--- src/rtl/disp_sched_pkg.sv ---
// Shared types and defaults for the display scheduler.
// Optional feature macro used by the top: DISP_SCHED_PRIO_EN (slot 0 urgent).
package disp_sched_pkg;

  typedef enum logic [1:0] {
    IDLE  = 2'd0,
    ISSUE = 2'd1,
    HOLD  = 2'd2
  } sched_state_t;

  localparam int DEF_N_REQ       = 4;
  localparam int DEF_DATA_W      = 8;
  localparam int SIM_HOLD_CYCLES = 4;

  // Cyclic successor of a slot index.
  function automatic int next_slot(input int id, input int n);
    return (id + 1) % n;
  endfunction

endpackage

--- src/rtl/disp_sched_if.sv ---
// Producer <-> scheduler <-> state_display signal bundle.
interface disp_sched_if #(
  parameter int N_REQ  = 4,
  parameter int DATA_W = 8
);
  localparam int ID_W = $clog2(N_REQ);

  // req_valid[i] is a 1-cycle post strobe with no backpressure; the scheduler
  // always accepts it. req_ack[i] pulses once when slot i's value is issued,
  // coincident with state_change, regardless of how many posts preceded it.
  logic [N_REQ-1:0]        req_valid;
  logic [N_REQ*DATA_W-1:0] req_data;
  logic [N_REQ-1:0]        req_ack;
  logic [DATA_W-1:0]       state;
  logic                    state_change;
  logic [ID_W-1:0]         active_id;
  logic                    busy;

  modport master (
    output req_valid, req_data,
    input  req_ack, state, state_change, active_id, busy
  );

  modport slave (
    input  req_valid, req_data,
    output req_ack, state, state_change, active_id, busy
  );

endinterface

--- src/rtl/disp_rr_pick.sv ---
// Combinational cyclic first-set search starting at i_rr_ptr.
module disp_rr_pick #(
  parameter int N_REQ = 4,
  parameter int ID_W  = $clog2(N_REQ)
) (
  input  logic [N_REQ-1:0] i_pending,
  input  logic [ID_W-1:0]  i_rr_ptr,
  output logic [ID_W-1:0]  o_grant_id,
  output logic             o_grant_any
);

  logic [ID_W-1:0] w_idx;

  // Scan from the farthest offset down so the nearest pending slot wins.
  always_comb begin
    o_grant_id  = '0;
    o_grant_any = 1'b0;
    w_idx       = '0;
    for (int k = N_REQ - 1; k >= 0; k--) begin
      w_idx = ID_W'((int'(i_rr_ptr) + k) % N_REQ);
      if (i_pending[w_idx]) begin
        o_grant_id  = w_idx;
        o_grant_any = 1'b1;
      end
    end
  end

endmodule

--- src/rtl/display_scheduler.sv ---
// Time-shares state_display between N_REQ producers with a minimum hold time.
// Optional: define DISP_SCHED_PRIO_EN to make slot 0 urgent (preempts a hold).
module display_scheduler
  import disp_sched_pkg::*;
#(
  parameter int N_REQ       = DEF_N_REQ,
  parameter int DATA_W      = DEF_DATA_W,
  parameter int HOLD_CYCLES = 50_000_000
) (
  input  logic         clk,
  input  logic         rst,
  disp_sched_if.slave  bus,
  output sched_state_t o_dbg_state
);

  localparam int ID_W  = $clog2(N_REQ);
  localparam int CNT_W = $clog2(HOLD_CYCLES + 1);
  localparam logic [CNT_W-1:0] HOLD_LOAD = CNT_W'(HOLD_CYCLES - 1);

  sched_state_t      r_fsm;
  logic [N_REQ-1:0]  r_pending;
  logic [DATA_W-1:0] r_slot_data [N_REQ];
  logic [ID_W-1:0]   r_rr_ptr;
  logic [CNT_W-1:0]  r_cnt;
  logic [DATA_W-1:0] r_disp;
  logic              r_change;
  logic [N_REQ-1:0]  r_ack;
  logic [ID_W-1:0]   r_active_id;
  logic              r_busy;

  logic [ID_W-1:0]   w_rr_id;
  logic              w_rr_any;
  logic [ID_W-1:0]   w_sel_id;
  logic              w_sel_any;
  logic              w_abort;
  logic              w_adv_rr;
  logic [N_REQ-1:0]  w_clr;

  disp_rr_pick #(
    .N_REQ (N_REQ),
    .ID_W  (ID_W)
  ) u_pick (
    .i_pending   (r_pending),
    .i_rr_ptr    (r_rr_ptr),
    .o_grant_id  (w_rr_id),
    .o_grant_any (w_rr_any)
  );

  always_comb begin
`ifdef DISP_SCHED_PRIO_EN
    w_sel_id  = r_pending[0] ? '0 : w_rr_id;
    w_sel_any = r_pending[0] | w_rr_any;
    w_abort   = r_pending[0] && (r_active_id != '0);
    // Urgent slot-0 grants leave the round-robin order untouched.
    w_adv_rr  = (r_active_id != '0);
`else
    w_sel_id  = w_rr_id;
    w_sel_any = w_rr_any;
    w_abort   = 1'b0;
    w_adv_rr  = 1'b1;
`endif
  end

  always_comb begin
    w_clr = '0;
    if (r_fsm == IDLE && w_sel_any) begin
      w_clr[w_sel_id] = 1'b1;
    end
  end

  // A post landing on the grant edge re-arms pending with the new data.
  always_ff @(posedge clk or posedge rst) begin
    if (rst) begin
      r_pending <= '0;
      for (int i = 0; i < N_REQ; i++) begin
        r_slot_data[i] <= '0;
      end
    end else begin
      r_pending <= (r_pending & ~w_clr) | bus.req_valid;
      for (int i = 0; i < N_REQ; i++) begin
        if (bus.req_valid[i]) begin
          r_slot_data[i] <= bus.req_data[i*DATA_W +: DATA_W];
        end
      end
    end
  end

  always_ff @(posedge clk or posedge rst) begin
    if (rst) begin
      r_fsm       <= IDLE;
      r_rr_ptr    <= '0;
      r_cnt       <= '0;
      r_disp      <= '0;
      r_change    <= 1'b0;
      r_ack       <= '0;
      r_active_id <= '0;
      r_busy      <= 1'b0;
    end else begin
      r_change <= 1'b0;
      r_ack    <= '0;
      case (r_fsm)
        IDLE: begin
          if (w_sel_any) begin
            r_disp      <= r_slot_data[w_sel_id];
            r_active_id <= w_sel_id;
            r_busy      <= 1'b1;
            r_fsm       <= ISSUE;
          end
        end
        ISSUE: begin
          r_change           <= 1'b1;
          r_ack[r_active_id] <= 1'b1;
          r_cnt              <= HOLD_LOAD;
          if (w_adv_rr) begin
            r_rr_ptr <= ID_W'(next_slot(int'(r_active_id), N_REQ));
          end
          r_fsm <= HOLD;
        end
        HOLD: begin
          if (w_abort || r_cnt == '0) begin
            r_busy <= 1'b0;
            r_fsm  <= IDLE;
          end else begin
            r_cnt <= r_cnt - CNT_W'(1);
          end
        end
        default: begin
          r_busy <= 1'b0;
          r_fsm  <= IDLE;
        end
      endcase
    end
  end

  assign bus.state        = r_disp;
  assign bus.state_change = r_change;
  assign bus.req_ack      = r_ack;
  assign bus.active_id    = r_active_id;
  assign bus.busy         = r_busy;
  assign o_dbg_state      = r_fsm;

endmodule

--- src/flat_wrapper.sv ---
// flat-port wrapper written by rule: the top's interface ports become plain ports
module display_scheduler_flat import disp_sched_pkg::*;
#(
  parameter int N_REQ       = DEF_N_REQ,
  parameter int DATA_W      = DEF_DATA_W,
  parameter int HOLD_CYCLES = 50_000_000
)
  (clk, rst, o_dbg_state, bus_req_valid, bus_req_data, bus_req_ack, bus_state, bus_state_change, bus_active_id, bus_busy);
  disp_sched_if #(.N_REQ(N_REQ), .DATA_W(DATA_W)) bus_i ();
  input  logic clk;
  input  logic rst;
  output sched_state_t o_dbg_state;
  input wire logic [$bits(bus_i.req_valid)-1:0] bus_req_valid;
  input wire logic [$bits(bus_i.req_data)-1:0] bus_req_data;
  output wire logic [$bits(bus_i.req_ack)-1:0] bus_req_ack;
  output wire logic [$bits(bus_i.state)-1:0] bus_state;
  output wire logic [$bits(bus_i.state_change)-1:0] bus_state_change;
  output wire logic [$bits(bus_i.active_id)-1:0] bus_active_id;
  output wire logic [$bits(bus_i.busy)-1:0] bus_busy;
  assign bus_i.req_valid = bus_req_valid;
  assign bus_i.req_data = bus_req_data;
  assign bus_req_ack = bus_i.req_ack;
  assign bus_state = bus_i.state;
  assign bus_state_change = bus_i.state_change;
  assign bus_active_id = bus_i.active_id;
  assign bus_busy = bus_i.busy;
  display_scheduler #(.N_REQ(N_REQ), .DATA_W(DATA_W), .HOLD_CYCLES(HOLD_CYCLES)) u_core (.clk(clk), .rst(rst), .bus(bus_i), .o_dbg_state(o_dbg_state));
endmodule
--- config.mk ---
export PLATFORM = sky130hd
export DESIGN_NAME = display_scheduler_flat
export DESIGN_NICKNAME = d
export VERILOG_FILES = /design/src/rtl/disp_sched_pkg.sv /design/src/rtl/disp_sched_if.sv /design/src/rtl/disp_rr_pick.sv /design/src/rtl/display_scheduler.sv /design/src/flat_wrapper.sv
export SDC_FILE = /design/constraint.sdc
export NUM_CORES = 1
export LEC_CHECK = 0
export BUFFER_PORTS_ARGS = -buffer_cell sky130_fd_sc_hd__clkbuf_2
export CAP_MARGIN = 20
export CORE_ASPECT_RATIO = 1.5
export CORE_UTILIZATION = 50
export CTS_BUF_LIST = sky130_fd_sc_hd__clkbuf_4 sky130_fd_sc_hd__clkbuf_8 sky130_fd_sc_hd__clkbuf_16
export CTS_CLUSTER_SIZE = 8
export DETAILED_ROUTE_END_ITERATION = 6
export PLACE_DENSITY = 0.76
export SETUP_SLACK_MARGIN = 0.2
export SYNTH_ARGS = -nofsm -noshare
export SYNTH_HDL_FRONTEND = slang
export SYNTH_SLANG_ARGS = --single-unit
--- constraint.sdc ---
create_clock -name clk -period 2.05 [get_ports clk]
set_input_delay 0.1025 -clock clk [delete_from_list [all_inputs] [get_ports clk]]
set_output_delay 0.1025 -clock clk [all_outputs]
set_load 0.05 [all_outputs]
==> flow_metrics.py <==
metrics = {
    "placed_design": {
        "place_hpwl_um": 6970,
        "numPortBuffers": 55,
        "place_congestion": 0.8357,
        "post-place-cells": 545,
        "placement.cell_area_um2": 4762,
    },
    "clocking": {
        "cts-htree-levels": 3,
        "root_buffer": "clkbuf_16",
        "clkTransAtPathRegs_ns": 0.06,
        "cts_buffers": 9,
        "clockBufferDepth": 2,
        "cts_tree": "built",
        "cts.sinks": 82,
        "clk_latency_ns": 0.33,
    },
    "floorplanning": {
        "fp-row-count": 39,
        "ioPinCount": 56,
        "die_w_um": 75.47,
        "die_h_um": 112.2,
        "dieArea_um2": 8467,
        "placeableCoreArea_um2": 7710,
        "start_util": 0.5250,
    },
    "run_status": {
        "status": "finished with violations",
        "failed_checks": "setup timing",
    },
    "grt": {
        "grt_pass1_vias": 3644,
        "antenna_found_initial": 0,
        "grt-ovfl-total": 0,
        "track_usage": 0.2671,
        "grt_max_degree": 33,
        "grt_pass1_wl_um": 16860,
    },
    "routing": {
        "dr.first_iter.drc_count": 127,
        "vias": 3358,
        "first_pass_iters": 4,
        "final_antenna_net_count": 0,
        "wl_um": 10210,
        "vias_per_cell": 5.682,
        "drc": 0,
        "wl_per_cell_um": 17.27,
    },
    "power": {
        "power.leakage_nw": 2.457,
        "power_density_nw_per_um2": 652.6,
        "ir_drop_mv": 0.6563,
    },
    "layout": {
        "seq_area_um2": 2054,
        "utilization": 0.7100,
        "multiInputGateArea_um2": 1973,
        "fillers": 568,
        "final_common_cell": "dfrtp_1",
        "fin_cells": 591,
        "area_growth_pct": 35.24,
        "fin_area_um2": 5474,
        "layout-drive-gt1-share": 0.4110,
        "diodes": 0,
        "nets": 528,
        "final_cell_mix": "80 x dfrtp_1, 55 x clkbuf_2, 47 x buf_4, 32 x mux2_2, 27 x nand2_1",
    },
    "sta": {
        "grt_setup_unrepaired": "true",
        "fin_skew_ns": 0.006139,
        "min_period_ns": 2.259,
        "tightest_slew_ns": 0.7491,
        "hold_viol": 0,
        "slew_headroom": 0.4995,
        "period_share": 1.102,
        "fin_setup_tns_ns": -2.571,
        "slew_violations": 0,
        "setup_ws_ns": -0.2090,
        "setup_violations": 20,
        "hold-worst-slack_ns": 0.006935,
        "max_freq_mhz": 442.7,
    },
    "worst_setup_path": {
        "worst-setup-path-type": "flop to flop",
        "cp_slowest_cell": "or4_4",
        "r2r_setup_slack_ns": -0.21,
        "path_cells": "or4_4 > or4_4 > or3_4 > nor4_4 > mux2i_1",
        "cp_top_family": "simple AND/OR/NAND/NOR gates",
        "cp_max_fo": 5,
        "endpoint_kind": "flop",
        "crit_top_cell": "or4_4",
        "r2r-start": "u_core.r_cnt[15]$_DFFE_PP0P_",
        "rr_endpoint": "u_core.r_cnt[23]$_DFFE_PP0P_",
        "critPathArrivalTime_ns": 2.51,
        "path_buf_inv": 0,
        "ff2ff_path_depth": 5,
        "cp_slowest_stage_delay_ns": 0.53,
        "critPathLaunchType": "flop",
        "critPathRequiredTime_ns": 2.30,
    },
    "yosys": {
        "synth_top_family_by_area": "simple AND/OR/NAND/NOR gates",
        "ys.flop_type": "dfrtp_1",
        "seq_area_frac_synth": 0.5070,
        "yosys.area_share.adder": 0.01546,
        "async_flop_share": 1.000,
        "syn_nets": 404,
        "yosysWarnings": 0,
        "yosys.area_share.simple": 0.1601,
        "yosysUniqueCellTypes": 59,
        "post_synth_instance_area_um2": 4048,
        "syn_inst": 361,
        "synthXorXnorAreaFrac": 0.002164,
        "synth-compound-area-share": 0.1283,
        "synthMuxAreaShare": 0.1385,
        "ys_seq_elements": 82,
        "synth_enable_flop_cells": 0,
        "syn_area_per_cell_um2": 11.21,
    },
    "worst_hold_path": {
        "hold_depth": 2,
        "worst_hold_path.endpoint": "u_core.r_slot_data[14]$_DFFE_PP0P_",
        "min_from": "bus_req_data[22]",
        "hold_path.class": "input pin to flop",
    },
    "job": {
        "maxCapViolCount": 0,
    },
}
## cells in the mapped netlist, types with 2 or more instances
library cell / n / area share
clkbuf_8: 2 / 0.0068
mux2i_1: 20 / 0.049
or3_2: 3 / 0.0056
nand2b_1: 6 / 0.0093
a21o_1: 4 / 0.0074
or3_1: 2 / 0.0031
o221ai_1: 8 / 0.017
nor2_1: 20 / 0.019
o41a_2: 2 / 0.0062
dfrtp_1: 82 / 0.51
ha_1: 5 / 0.015
o21ai_0: 7 / 0.0087
clkbuf_1: 12 / 0.011
nand2_1: 28 / 0.026
or2_2: 4 / 0.0062
a31oi_1: 2 / 0.0031
and2_1: 5 / 0.0077
nor3_1: 11 / 0.014
o21a_1: 4 / 0.0074
or4_1: 11 / 0.020
o32ai_1: 2 / 0.0043
o31ai_1: 8 / 0.015
inv_1: 13 / 0.012
nor4_1: 6 / 0.0093
a21oi_1: 8 / 0.0099
nand4_1: 2 / 0.0031
nand3_1: 10 / 0.012
buf_6: 5 / 0.014
mux2_2: 32 / 0.089
nor2b_1: 2 / 0.0031
buf_2: 3 / 0.0037
o211ai_1: 4 / 0.0074
o22ai_1: 2 / 0.0031
## flip-flops by register name (all words and copies together), names as in the netlist
name and flops:
u_core.bus.active_id 2, u_core.r_cnt 26, u_core.bus.state_change 1, u_core.o_dbg_state 2, u_core.bus.state 8, u_core.r_slot_data 32
u_core.r_pending 4, u_core.r_rr_ptr 2, u_core.bus.busy 1, u_core.bus.req_ack 4
## per-layer routing
metal  vias up  global-route usage  routed length [um]
met5         -                   0                   0
met3        17             0.05745                 361
met2        86              0.4774                5885
met4         0              0.1235                 262
met1      1684              0.2898                3698
li1       1571                   -                   -
## timing repair
action,CTS,global route
hold buffers,24,0
endpoints found under the setup margin,28,36
pin swaps,5,10
buffers inserted,5,2
endpoints found under the hold margin,52,0
gates resized for setup,19,12
## stage by stage
step	setup slack (ns)	power (mW)
3_3_place_gp	-0.1832	2.068
6_report	-0.2090	3.572
3_5_place_dp	-0.2377	2.080
5_1_grt	-0.2592	3.702
4_1_cts	-0.1925	3.602
2_1_floorplan	-0.2019	1.965
## power by group
group	switching, mW	internal (mW)	leakage, nW
logic	0.179	0.167	1.36
clock network	0.596	0.887	0.140
registers	0.0462	1.70	0.959
## layout make-up
type,count,share of cell area
Clock inverter,2,0.002514
Tap cell,102,0.02331
Inverter,14,0.01029
Clock buffer,13,0.04777
Multi-Input combinational cell,243,0.3605
Sequential cell,82,0.3753
Timing Repair Buffer,135,0.1803
## cells by family (layout without fill, tap and decap cells)
kind of cell	count (synthesis)	after routing
flops	82	82
buf+inv	36	164
simple gates	118	118
compound gates	67	67
mux	52	52
fa+ha+maj	5	5
xor+xnor	1	1
## worst max-delay path by stage
stage | from | end | depth (start not counted)
3_3_place_gp | u_core.r_cnt[16]$_DFFE_PP0P_ | u_core.r_cnt[23]$_DFFE_PP0P_ | 5
3_5_place_dp | u_core.r_cnt[16]$_DFFE_PP0P_ | u_core.r_cnt[23]$_DFFE_PP0P_ | 5
2_1_floorplan | u_core.r_cnt[15]$_DFFE_PP0P_ | u_core.r_cnt[23]$_DFFE_PP0P_ | 6
4_1_cts | u_core.r_cnt[16]$_DFFE_PP0P_ | u_core.r_cnt[23]$_DFFE_PP0P_ | 5
5_1_grt | u_core.r_cnt[16]$_DFFE_PP0P_ | u_core.r_cnt[23]$_DFFE_PP0P_ | 5
6_report | u_core.r_cnt[15]$_DFFE_PP0P_ | u_core.r_cnt[23]$_DFFE_PP0P_ | 5
Note: power is estimated with default switching activity, not from simulation.
